[config.mk]
export PLATFORM = sky130hd
export DESIGN_NAME = banked_regfile_flat
export DESIGN_NICKNAME = d
export VERILOG_FILES = /design/src/rtl/banked_regfile_pkg.sv /design/src/rtl/banked_regfile_if.sv /design/src/rtl/banked_regfile_link_bank.sv /design/src/rtl/banked_regfile.sv /design/src/flat_wrapper.sv
export SDC_FILE = /design/constraint.sdc
export NUM_CORES = 1
export LEC_CHECK = 0
export BUFFER_PORTS_ARGS = -buffer_cell sky130_fd_sc_hd__buf_2
export CAP_MARGIN = 20
export CORE_MARGIN = 8
export CORE_UTILIZATION = 45
export DETAILED_ROUTE_END_ITERATION = 10
export PLACE_DENSITY = 0.69
export REMOVE_ABC_BUFFERS = 1
export SLEW_MARGIN = 30
export SYNTH_ARGS = -nofsm -noshare
export SYNTH_HDL_FRONTEND = slang
export SYNTH_SLANG_ARGS = --single-unit
[constraint.sdc]
create_clock -name clk -period 4.3 [get_ports clk]
set_input_delay 0.86 -clock clk [delete_from_list [all_inputs] [get_ports clk]]
set_output_delay 0.86 -clock clk [all_outputs]
set_load 0.01 [all_outputs]
[src/rtl/banked_regfile_pkg.sv]
// Shared definitions for the banked register file: register-select index map
// and the interrupt entry/exit state encoding.
package banked_regfile_pkg;

   localparam int RS_SP = 0;
   localparam int RS_IO = 1;
   localparam int RS_LX = 2;
   localparam int RS_LY = 3;

   typedef enum logic [1:0] {
      NORMAL = 2'd0,
      ENTRY  = 2'd1,
      ISR    = 2'd2,
      EXIT   = 2'd3
   } state_t;

endpackage

[src/rtl/banked_regfile_if.sv]
// Decode/ALU/IO-side bus of the register file. The master drives instruction
// controls and data inputs; the slave (register file) drives operands and views.
interface banked_regfile_if #(
   parameter int WIDTH = 8,
   parameter int IMM_W = 4,
   parameter int RS_W  = 2
);
   logic                 rd;
   logic                 wr;
   logic                 wa;
   logic                 isp;
   logic                 ljr;
   logic [RS_W-1:0]      rs;
   logic                 sel_y;
   logic                 cycle;
   logic [2*WIDTH-1:0]   ra;
   logic [2*WIDTH-1:0]   int_ra;
   logic                 int_req;
   logic                 ienabled;
   logic                 iret;
   logic [WIDTH-1:0]     alu_in;
   logic [WIDTH-1:0]     mem_in;
   logic [WIDTH-1:0]     io_in;
   logic [IMM_W-1:0]     imm;

   logic [WIDTH-1:0]     a_out;
   logic [WIDTH-1:0]     b_out;
   logic [WIDTH-1:0]     acc;
   logic [WIDTH-1:0]     sp;
   logic [WIDTH-1:0]     lx;
   logic [WIDTH-1:0]     ly;
   logic [WIDTH-1:0]     io_out;
   logic                 istatus;
   logic                 int_ack;
   logic                 ior;
   logic                 iow;

   modport master (
      output rd, wr, wa, isp, ljr, rs, sel_y, cycle, ra, int_ra,
             int_req, ienabled, iret, alu_in, mem_in, io_in, imm,
      input  a_out, b_out, acc, sp, lx, ly, io_out, istatus, int_ack, ior, iow
   );

   modport slave (
      input  rd, wr, wa, isp, ljr, rs, sel_y, cycle, ra, int_ra,
             int_req, ienabled, iret, alu_in, mem_in, io_in, imm,
      output a_out, b_out, acc, sp, lx, ly, io_out, istatus, int_ack, ior, iow
   );

endinterface

[src/rtl/banked_regfile_link_bank.sv]
// LX/LY link-register pair with a main and a shadow bank; bank selects which
// copy is written and which copy is visible.
module link_bank #(
   parameter int WIDTH = 8
) (
   input  logic               clk,
   input  logic               rst,
   input  logic               bank,
   input  logic               we_x,
   input  logic               we_y,
   input  logic [WIDTH-1:0]   wdata_x,
   input  logic [WIDTH-1:0]   wdata_y,
   input  logic               capture,
   input  logic [2*WIDTH-1:0] cap_data,
   output logic [WIDTH-1:0]   lx,
   output logic [WIDTH-1:0]   ly
);

   logic [WIDTH-1:0] main_x_r;
   logic [WIDTH-1:0] main_y_r;
   logic [WIDTH-1:0] shadow_x_r;
   logic [WIDTH-1:0] shadow_y_r;

   // Bank storage; an interrupt-address capture wins over an ordinary shadow write.
   always_ff @(posedge clk) begin
      if (rst) begin
         main_x_r   <= {WIDTH{1'b0}};
         main_y_r   <= {WIDTH{1'b0}};
         shadow_x_r <= {WIDTH{1'b0}};
         shadow_y_r <= {WIDTH{1'b0}};
      end else begin
         if (we_x && !bank) main_x_r <= wdata_x;
         if (we_y && !bank) main_y_r <= wdata_y;
         if (capture) begin
            shadow_x_r <= cap_data[WIDTH-1:0];
            shadow_y_r <= cap_data[2*WIDTH-1:WIDTH];
         end else begin
            if (we_x && bank) shadow_x_r <= wdata_x;
            if (we_y && bank) shadow_y_r <= wdata_y;
         end
      end
   end

   assign lx = bank ? shadow_x_r : main_x_r;
   assign ly = bank ? shadow_y_r : main_y_r;

endmodule

[src/rtl/banked_regfile.sv]
// CPU register file: accumulator, stack pointer, IO port register and banked
// LX/LY link pair, with a one-level interrupt entry/exit sequencer.
module banked_regfile
   import banked_regfile_pkg::*;
#(
   parameter int WIDTH = 8,
   parameter int IMM_W = 4,
   parameter int RS_W  = 2
) (
   input  logic             clk,
   input  logic             rst,
   banked_regfile_if.slave  bus
);

   logic [WIDTH-1:0] acc_r;
   logic [WIDTH-1:0] sp_r;
   logic [WIDTH-1:0] io_out_r;
   logic             ior_r;
   logic             iow_r;
   logic             istatus_r;
   logic             int_ack_r;
   state_t           state_r;

   logic [WIDTH-1:0] lx_s;
   logic [WIDTH-1:0] ly_s;
   logic [WIDTH-1:0] rd_data_s;
   logic [WIDTH-1:0] imm_ext_s;
   logic [WIDTH-1:0] a_s;
   logic [WIDTH-1:0] b_s;
   logic             wr_sp_s;
   logic             wr_io_s;
   logic             wr_lx_s;
   logic             wr_ly_s;
   logic             rd_io_s;
   logic             we_x_s;
   logic             we_y_s;
   logic [WIDTH-1:0] wdata_x_s;
   logic [WIDTH-1:0] wdata_y_s;
   logic             capture_s;

   assign wr_sp_s = bus.wr && (bus.rs == RS_W'(RS_SP));
   assign wr_io_s = bus.wr && (bus.rs == RS_W'(RS_IO));
   assign wr_lx_s = bus.wr && (bus.rs == RS_W'(RS_LX));
   assign wr_ly_s = bus.wr && (bus.rs == RS_W'(RS_LY));
   assign rd_io_s = bus.rd && (bus.rs == RS_W'(RS_IO));

   // An explicit register write beats a jump-link on the same register.
   assign we_x_s    = wr_lx_s || bus.ljr;
   assign we_y_s    = wr_ly_s || bus.ljr;
   assign wdata_x_s = wr_lx_s ? acc_r : bus.ra[WIDTH-1:0];
   assign wdata_y_s = wr_ly_s ? acc_r : bus.ra[2*WIDTH-1:WIDTH];
   assign capture_s = (state_r == ENTRY);

   link_bank #(.WIDTH(WIDTH)) u_link_bank (
      .clk      (clk),
      .rst      (rst),
      .bank     (istatus_r),
      .we_x     (we_x_s),
      .we_y     (we_y_s),
      .wdata_x  (wdata_x_s),
      .wdata_y  (wdata_y_s),
      .capture  (capture_s),
      .cap_data (bus.int_ra),
      .lx       (lx_s),
      .ly       (ly_s)
   );

   assign imm_ext_s = {{(WIDTH-IMM_W){bus.imm[IMM_W-1]}}, bus.imm};

   // Register read mux for rd-mode; the IO index reads the external port.
   always_comb begin
      rd_data_s = sp_r;
      case (bus.rs)
         RS_W'(RS_SP): rd_data_s = sp_r;
         RS_W'(RS_IO): rd_data_s = bus.io_in;
         RS_W'(RS_LX): rd_data_s = lx_s;
         RS_W'(RS_LY): rd_data_s = ly_s;
         default:      rd_data_s = sp_r;
      endcase
   end

   // ALU operand selection.
   always_comb begin
      a_s = acc_r;
      b_s = lx_s;
      if (bus.isp) begin
         a_s = sp_r;
         b_s = imm_ext_s;
      end else if (bus.cycle) begin
         b_s = bus.mem_in;
      end else if (bus.sel_y) begin
         b_s = ly_s;
      end else begin
         b_s = lx_s;
      end
   end

   // Accumulator, stack pointer, IO port register and one-cycle IO strobes.
   always_ff @(posedge clk) begin
      if (rst) begin
         acc_r    <= {WIDTH{1'b0}};
         sp_r     <= {WIDTH{1'b0}};
         io_out_r <= {WIDTH{1'b0}};
         ior_r    <= 1'b0;
         iow_r    <= 1'b0;
      end else begin
         if (bus.rd)      acc_r <= rd_data_s;
         else if (bus.wa) acc_r <= bus.alu_in;
         if (wr_sp_s)      sp_r <= acc_r;
         else if (bus.isp) sp_r <= bus.alu_in;
         if (wr_io_s) io_out_r <= acc_r;
         iow_r <= wr_io_s;
         ior_r <= rd_io_s;
      end
   end

   // Interrupt sequencer: one ENTRY cycle swaps to the shadow bank, one EXIT cycle swaps back.
   always_ff @(posedge clk) begin
      if (rst) begin
         state_r   <= NORMAL;
         istatus_r <= 1'b0;
         int_ack_r <= 1'b0;
      end else begin
         case (state_r)
            NORMAL: begin
               if (bus.int_req && bus.ienabled && !bus.cycle) begin
                  state_r   <= ENTRY;
                  int_ack_r <= 1'b1;
               end else begin
                  int_ack_r <= 1'b0;
               end
            end
            ENTRY: begin
               state_r   <= ISR;
               istatus_r <= 1'b1;
               int_ack_r <= 1'b0;
            end
            ISR: begin
               if (bus.iret) state_r <= EXIT;
               int_ack_r <= 1'b0;
            end
            EXIT: begin
               state_r   <= NORMAL;
               istatus_r <= 1'b0;
               int_ack_r <= 1'b0;
            end
            default: begin
               state_r   <= NORMAL;
               istatus_r <= 1'b0;
               int_ack_r <= 1'b0;
            end
         endcase
      end
   end

   assign bus.a_out   = a_s;
   assign bus.b_out   = b_s;
   assign bus.acc     = acc_r;
   assign bus.sp      = sp_r;
   assign bus.lx      = lx_s;
   assign bus.ly      = ly_s;
   assign bus.io_out  = io_out_r;
   assign bus.istatus = istatus_r;
   assign bus.int_ack = int_ack_r;
   assign bus.ior     = ior_r;
   assign bus.iow     = iow_r;

endmodule

[src/flat_wrapper.sv]
// flat-port wrapper written by rule: the top's interface ports become plain ports
module banked_regfile_flat import banked_regfile_pkg::*;
#(
   parameter int WIDTH = 8,
   parameter int IMM_W = 4,
   parameter int RS_W  = 2
)
  (clk, rst, bus_rd, bus_wr, bus_wa, bus_isp, bus_ljr, bus_rs, bus_sel_y, bus_cycle, bus_ra, bus_int_ra, bus_int_req, bus_ienabled, bus_iret, bus_alu_in, bus_mem_in, bus_io_in, bus_imm, bus_a_out, bus_b_out, bus_acc, bus_sp, bus_lx, bus_ly, bus_io_out, bus_istatus, bus_int_ack, bus_ior, bus_iow);
  banked_regfile_if #(.WIDTH(WIDTH), .IMM_W(IMM_W), .RS_W(RS_W)) bus_i ();
  input  logic clk;
  input  logic rst;
  input wire logic [$bits(bus_i.rd)-1:0] bus_rd;
  input wire logic [$bits(bus_i.wr)-1:0] bus_wr;
  input wire logic [$bits(bus_i.wa)-1:0] bus_wa;
  input wire logic [$bits(bus_i.isp)-1:0] bus_isp;
  input wire logic [$bits(bus_i.ljr)-1:0] bus_ljr;
  input wire logic [$bits(bus_i.rs)-1:0] bus_rs;
  input wire logic [$bits(bus_i.sel_y)-1:0] bus_sel_y;
  input wire logic [$bits(bus_i.cycle)-1:0] bus_cycle;
  input wire logic [$bits(bus_i.ra)-1:0] bus_ra;
  input wire logic [$bits(bus_i.int_ra)-1:0] bus_int_ra;
  input wire logic [$bits(bus_i.int_req)-1:0] bus_int_req;
  input wire logic [$bits(bus_i.ienabled)-1:0] bus_ienabled;
  input wire logic [$bits(bus_i.iret)-1:0] bus_iret;
  input wire logic [$bits(bus_i.alu_in)-1:0] bus_alu_in;
  input wire logic [$bits(bus_i.mem_in)-1:0] bus_mem_in;
  input wire logic [$bits(bus_i.io_in)-1:0] bus_io_in;
  input wire logic [$bits(bus_i.imm)-1:0] bus_imm;
  output wire logic [$bits(bus_i.a_out)-1:0] bus_a_out;
  output wire logic [$bits(bus_i.b_out)-1:0] bus_b_out;
  output wire logic [$bits(bus_i.acc)-1:0] bus_acc;
  output wire logic [$bits(bus_i.sp)-1:0] bus_sp;
  output wire logic [$bits(bus_i.lx)-1:0] bus_lx;
  output wire logic [$bits(bus_i.ly)-1:0] bus_ly;
  output wire logic [$bits(bus_i.io_out)-1:0] bus_io_out;
  output wire logic [$bits(bus_i.istatus)-1:0] bus_istatus;
  output wire logic [$bits(bus_i.int_ack)-1:0] bus_int_ack;
  output wire logic [$bits(bus_i.ior)-1:0] bus_ior;
  output wire logic [$bits(bus_i.iow)-1:0] bus_iow;
  assign bus_i.rd = bus_rd;
  assign bus_i.wr = bus_wr;
  assign bus_i.wa = bus_wa;
  assign bus_i.isp = bus_isp;
  assign bus_i.ljr = bus_ljr;
  assign bus_i.rs = bus_rs;
  assign bus_i.sel_y = bus_sel_y;
  assign bus_i.cycle = bus_cycle;
  assign bus_i.ra = bus_ra;
  assign bus_i.int_ra = bus_int_ra;
  assign bus_i.int_req = bus_int_req;
  assign bus_i.ienabled = bus_ienabled;
  assign bus_i.iret = bus_iret;
  assign bus_i.alu_in = bus_alu_in;
  assign bus_i.mem_in = bus_mem_in;
  assign bus_i.io_in = bus_io_in;
  assign bus_i.imm = bus_imm;
  assign bus_a_out = bus_i.a_out;
  assign bus_b_out = bus_i.b_out;
  assign bus_acc = bus_i.acc;
  assign bus_sp = bus_i.sp;
  assign bus_lx = bus_i.lx;
  assign bus_ly = bus_i.ly;
  assign bus_io_out = bus_i.io_out;
  assign bus_istatus = bus_i.istatus;
  assign bus_int_ack = bus_i.int_ack;
  assign bus_ior = bus_i.ior;
  assign bus_iow = bus_i.iow;
  banked_regfile #(.WIDTH(WIDTH), .IMM_W(IMM_W), .RS_W(RS_W)) u_core (.clk(clk), .rst(rst), .bus(bus_i));
endmodule
; ---- Word level (Yosys, flattened, before mapping)
; Index checks and enable logic that the tools add are counted.
[op_classes]
eq_ne = 8
reduce_logical = 24
muxes = 23
[op_table]
columns = op, n
row1 = 2-to-1 mux 8 bit, 16
row2 = case mux 8 bit (4 select lines), 1
row3 = logical AND 1 bit, 11
row4 = nonzero test 2 bit, 5
row5 = equality test 2 bit (second input constant), 4
row6 = case mux 2 bit (4 select lines), 1
row7 = equality test 2 x 1 -> 1 bit (second input constant), 2
row8 = zero test 2 bit, 2
row9 = 2-to-1 mux 2 bit, 2
row10 = case mux 1 bit (2 select lines), 2
row11 = OR reduction 3 bit, 1
row12 = zero test 1 bit, 2
row13 = logical OR 1 bit, 2
row14 = inequality test 2 x 1 -> 1 bit (second input constant), 1
row15 = inequality test 2 bit (second input constant), 1
row16 = AND reduction 2 bit, 1
row17 = 2-to-1 mux 1 bit, 1
[totals]
reg_bits = 62
in_bits = 74
elab_cells = 67

; ---- Logic depth before layout (Yosys ltp)
[logic_depth]
depth_word = 6
mapped_depth = 8
ltp_nobuf = 6

; ---- Modules after synthesis
; A second synthesis with hierarchy kept.
[unflattened]
hier_cells = 372
hier_area_um2 = 3756.1
[by_module_without_submodules]
columns = mod, area_each_um2, cells_each, instances
row1 = banked_regfile, 2074.5, 208, 1
row2 = link_bank, 1681.6, 164, 1

; ---- Least setup slack after synthesis
; No wires, ideal clock.
[synth_path]
path_type = input -> output
from = input port bus_sel_y
to = output port bus_b_out[0]
path_slack_ns = 1.449
path_stages = 4
arrival_ns = 1.991
required_ns = 3.440
path_buffers = 1
path_cell_list = buf_6 -> mux4_2 -> mux2_2 -> mux2_2
[synth_via]
elab_chain_cells = 3
[synth_lines]
columns = element, line_no
row1 = "start, declared", flat_wrapper.sv:18  ; input wire logic [$bits(bus_i.sel_y)-1:0] bus_sel_y;
row2 = 2-to-1 mux 8 bit, banked_regfile.sv:91  ; end else if (bus.sel_y) begin
row3 = 2-to-1 mux 8 bit, banked_regfile.sv:89  ; end else if (bus.cycle) begin
row4 = 2-to-1 mux 8 bit, banked_regfile.sv:86  ; if (bus.isp) begin
row5 = "end, declared", flat_wrapper.sv:30  ; output wire logic [$bits(bus_i.b_out)-1:0] bus_b_out;
; No other way between the ends.

; ---- Worst setup path in the final report
[layout_path]
from = register u_core.istatus_r (netlist: u_core.bus.istatus)
to = output port bus_b_out[2]
[layout_via]
elab_chain_cells = 4
word_cells_on_any_way = 5
classes_between = 5 x mux
[layout_lines]
columns = element, line_no
row1 = "start, declared", banked_regfile.sv:20  ; logic istatus_r;
row2 = "start signal, assigned", banked_regfile.sv:121  ; istatus_r <= 1'b0;
row3 = "start signal, assigned", banked_regfile.sv:135  ; istatus_r <= 1'b1;
row4 = "start signal, assigned", banked_regfile.sv:144  ; istatus_r <= 1'b0;
row5 = 2-to-1 mux 8 bit (on tied branches), "banked_regfile_link_bank.sv:44, banked_regfile_link_bank.sv:45"
row6 = 2-to-1 mux 8 bit (*), banked_regfile.sv:91
row7 = 2-to-1 mux 8 bit (*), banked_regfile.sv:89
row8 = 2-to-1 mux 8 bit (*), banked_regfile.sv:86
; Mark *: on every way between the ends. The rest lies on a longest branch, timed or not.

==> run_results.csv <==
group,metric,value,unit
job,timing.max_cap.violations,0,
final_layout,area_growth_syn_to_layout,20.63,%
floorplanning,die_area,0.01180,mm^2
critical_path,cp.arrival,2.26,ns
placed_design,place_area,0.004457,mm^2
drt,dr_total_vias,3862,
hold_path,hold_path.class,"flip-flop to flip-flop",
timing,fin_worst_skew,0.006982,ns
global_route,grt_pass1_wl,19520,um
timing,setup_viol,0,
drt,drtIter0Drc,287,
placed_design,routabilityCongestion,0.8307,
synthesis,synth-seq-cells,62,
synthesis,yosys.cell_types.count,37,
floorplanning,rows,34,
final_layout,drive_gt1_frac,0.3579,
clocking,clk_pin_slew_worst_paths,0.07,ns
clocking,cts_root_buf,"clkbuf_8",
clocking,cts-htree-levels,3,
global_route,grt_pass1_vias,3755,
timing,fin_tns_setup,0,ns
drt,drc,0,
clocking,clk_latency,0.34,ns
critical_path,critical_path.max_fanout,18,
floorplanning,start_util,0.4540,
placed_design,dpl.hpwl,9335,um
floorplanning,die_height,108.6,um
pwr,power_density,442.9,mW/mm^2
final_layout,nNetsFinal,615,
global_route,antenna_found_initial,1,
clocking,cts_tree,"yes",
clocking,cts_setup_buffers,0,
clocking,cts_sinks,62,
timing,max_freq,0.3207,GHz
pwr,ir_drop,181.0,uV
final_layout,nFillCells,805,
floorplanning,io_pins,134,
floorplanning,die_w,108.6,um
synthesis,syn-cell-area,0.003862,mm^2
synthesis,synth-main-ff-cell,"dfxtp_1",
critical_path,critPathRequiredTime,3.44,ns
drt,drt-pass1-iter-count,6,
floorplanning,core,0.008508,mm^2
drt,via_per_inst,5.932,
final_layout,fin_area,0.004659,mm^2
synthesis,async_flop_share,0,
synthesis,yosysSeqAreaShare,0.3213,
clocking,cts_buffer_depth,2,
drt,wl_per_cell,19.20,um
global_route,grt_overflow,0,
placed_design,pre_cts_slack,1.166,ns
timing,period_share,0.7252,
global_route,grt_usage,0.2080,
timing,hold_viol_final,0,
drt,wirelength,12500,um
timing,min_period,3.118,ns
clocking,cts_inserted_buffers,9,
clocking,hold_buffers,0,
critical_path,worst_setup_path_end_kind,"output pin",
timing,setup_slack,1.182,ns
pwr,leakage,2.152,nW
timing,whs,0.4825,ns
timing,worst_pin_slew,0.8105,ns
timing,timing.slew.headroom,0.4591,
status,status,"complete, no violations",
global_route,grt_max_degree,63,
critical_path,worst_setup_path_start_kind,"flip-flop",
placed_design,port_buffers,133,
synthesis,synth_cells,434,
synthesis,synth.avg_cell_area,8.900,um^2
timing,maxSlewViolCount,0,
critical_path,critical_path_class,"flip-flop to output pin",
clocking,cts_resized,0,
timing,rsz0062_at_grt,"false",
synthesis,synth_edf_count,0,
synthesis,yosysWarnings,0,
drt,drtAntennaViolNets,0,
## path summary, 6_finish.rpt
check                                                        end  cells after the start  slack (ns)                             start
worst min-delay path            u_core.u_link_bank.shadow_y_r[0]                      2        0.48  u_core.u_link_bank.shadow_y_r[0]
worst max-delay path                                bus_b_out[2]                      4        1.18                u_core.bus.istatus
worst min register to register  u_core.u_link_bank.shadow_y_r[0]                      2        0.48  u_core.u_link_bank.shadow_y_r[0]
worst max register to register  u_core.u_link_bank.shadow_x_r[3]                      5        1.96                u_core.bus.istatus
## area by class of cell
type / count / area (um^2) / share of cell area
Timing Repair Buffer: 137 / 695.7 / 0.1493
Inverter: 11 / 41.29 / 0.008861
Tap cell: 108 / 135.1 / 0.02900
Sequential cell: 62 / 1241 / 0.2664
Antenna cell: 1 / 2.502 / 0.0005371
Multi-Input combinational cell: 316 / 2344 / 0.5030
Clock buffer: 12 / 155.1 / 0.03330
Clock inverter: 4 / 45.04 / 0.009667
## routing by layer
| metal | track usage | share of wire |
|---|---|---|
| met5 | 0 | 0 |
| met2 | 0.3352 | 0.47 |
| met4 | 0.07820 | 0.018 |
| met1 | 0.2676 | 0.42 |
| met3 | 0.04433 | 0.10 |
## Yosys cell counts, drive strengths merged (2+ instances only)
library cell | count | area [um^2]
nand2b | 6 | 37.54
nor2b | 3 | 18.77
nor4 | 8 | 50.05
a211oi | 9 | 67.56
a311oi | 16 | 140.1
a21oi | 43 | 237.7
ha | 4 | 50.05
mux4 | 9 | 221.5
nand3b | 3 | 35.03
dfxtp | 62 | 1241
clkbuf | 28 | 105.1
nor2 | 49 | 193.9
o31ai | 16 | 120.1
o21ai | 2 | 13.76
nand3 | 17 | 97.60
mux2 | 30 | 345.3
a222oi | 16 | 160.2
o22ai | 7 | 43.79
and3b | 8 | 70.07
nand2 | 34 | 127.6
nor3 | 9 | 45.04
inv | 11 | 41.29
buf | 17 | 133.9
mux2i | 25 | 250.2
## critical path, stage by stage (launching register included)
cell     delay (ns)
dfxtp_1        0.85
mux4_2         0.40
mux2_2         0.27
mux2_2         0.26
buf_2          0.14
## flip-flops by register name, summed over array words and instances, names as in the netlist
| name | count |
|---|---|
| u_core.bus.iow | 1 |
| u_core.state_r | 2 |
| u_core.bus.acc | 8 |
| u_core.u_link_bank.main_y_r | 8 |
| u_core.bus.ior | 1 |
| u_core.bus.sp | 8 |
| u_core.u_link_bank.shadow_y_r | 8 |
| u_core.bus.int_ack | 1 |
| u_core.bus.istatus | 1 |
| u_core.u_link_bank.shadow_x_r | 8 |
| u_core.bus.io_out | 8 |
| u_core.u_link_bank.main_x_r | 8 |
## per-stage QoR
step | instances | power [W] | utilization
2_1_floorplan | 389 | 0.001230 | -
3_3_place_gp | 634 | 0.001512 | 0.5235
3_5_place_dp | 634 | 0.001536 | 0.5238
4_1_cts | 650 | 0.002059 | 0.5474
5_1_grt | 651 | 0.002179 | 0.5476
6_report | 651 | 0.002063 | 0.5476
## placed cells by master, fill, tap and decap left out, types with 8 or more instances in the layout
cell and instances:
nand2_1 34, nor2_1 46, mux2i_1 25, o31ai_1 16, and3b_1 8, inv_1 11
a222oi_1 16, a21oi_1 41, nand3_1 16, mux2_2 28, a311oi_1 16, a211oi_1 9
clkbuf_8 11, dfxtp_1 62, buf_2 133, nor3_1 9, nor4_1 8
## kinds of logic (layout without fill, tap and decap cells)
family / after synthesis / after routing / synth area share
compound gates: 109 / 109 / 0.2028
flops: 62 / 62 / 0.3213
fa+ha+maj: 4 / 4 / 0.01296
other cells: 0 / 1 / 0
mux: 64 / 64 / 0.2115
buf+inv: 56 / 164 / 0.07256
simple gates: 139 / 139 / 0.1788
## report_power, final
part           internal [W]  total, W  leakage [nW]  switching (W)
clock network      0.000297  0.000530         0.106       0.000233
logic              0.000340  0.000760          1.54       0.000420
registers          0.000662  0.000774         0.509       0.000112
(Power assumes the default switching activity.)
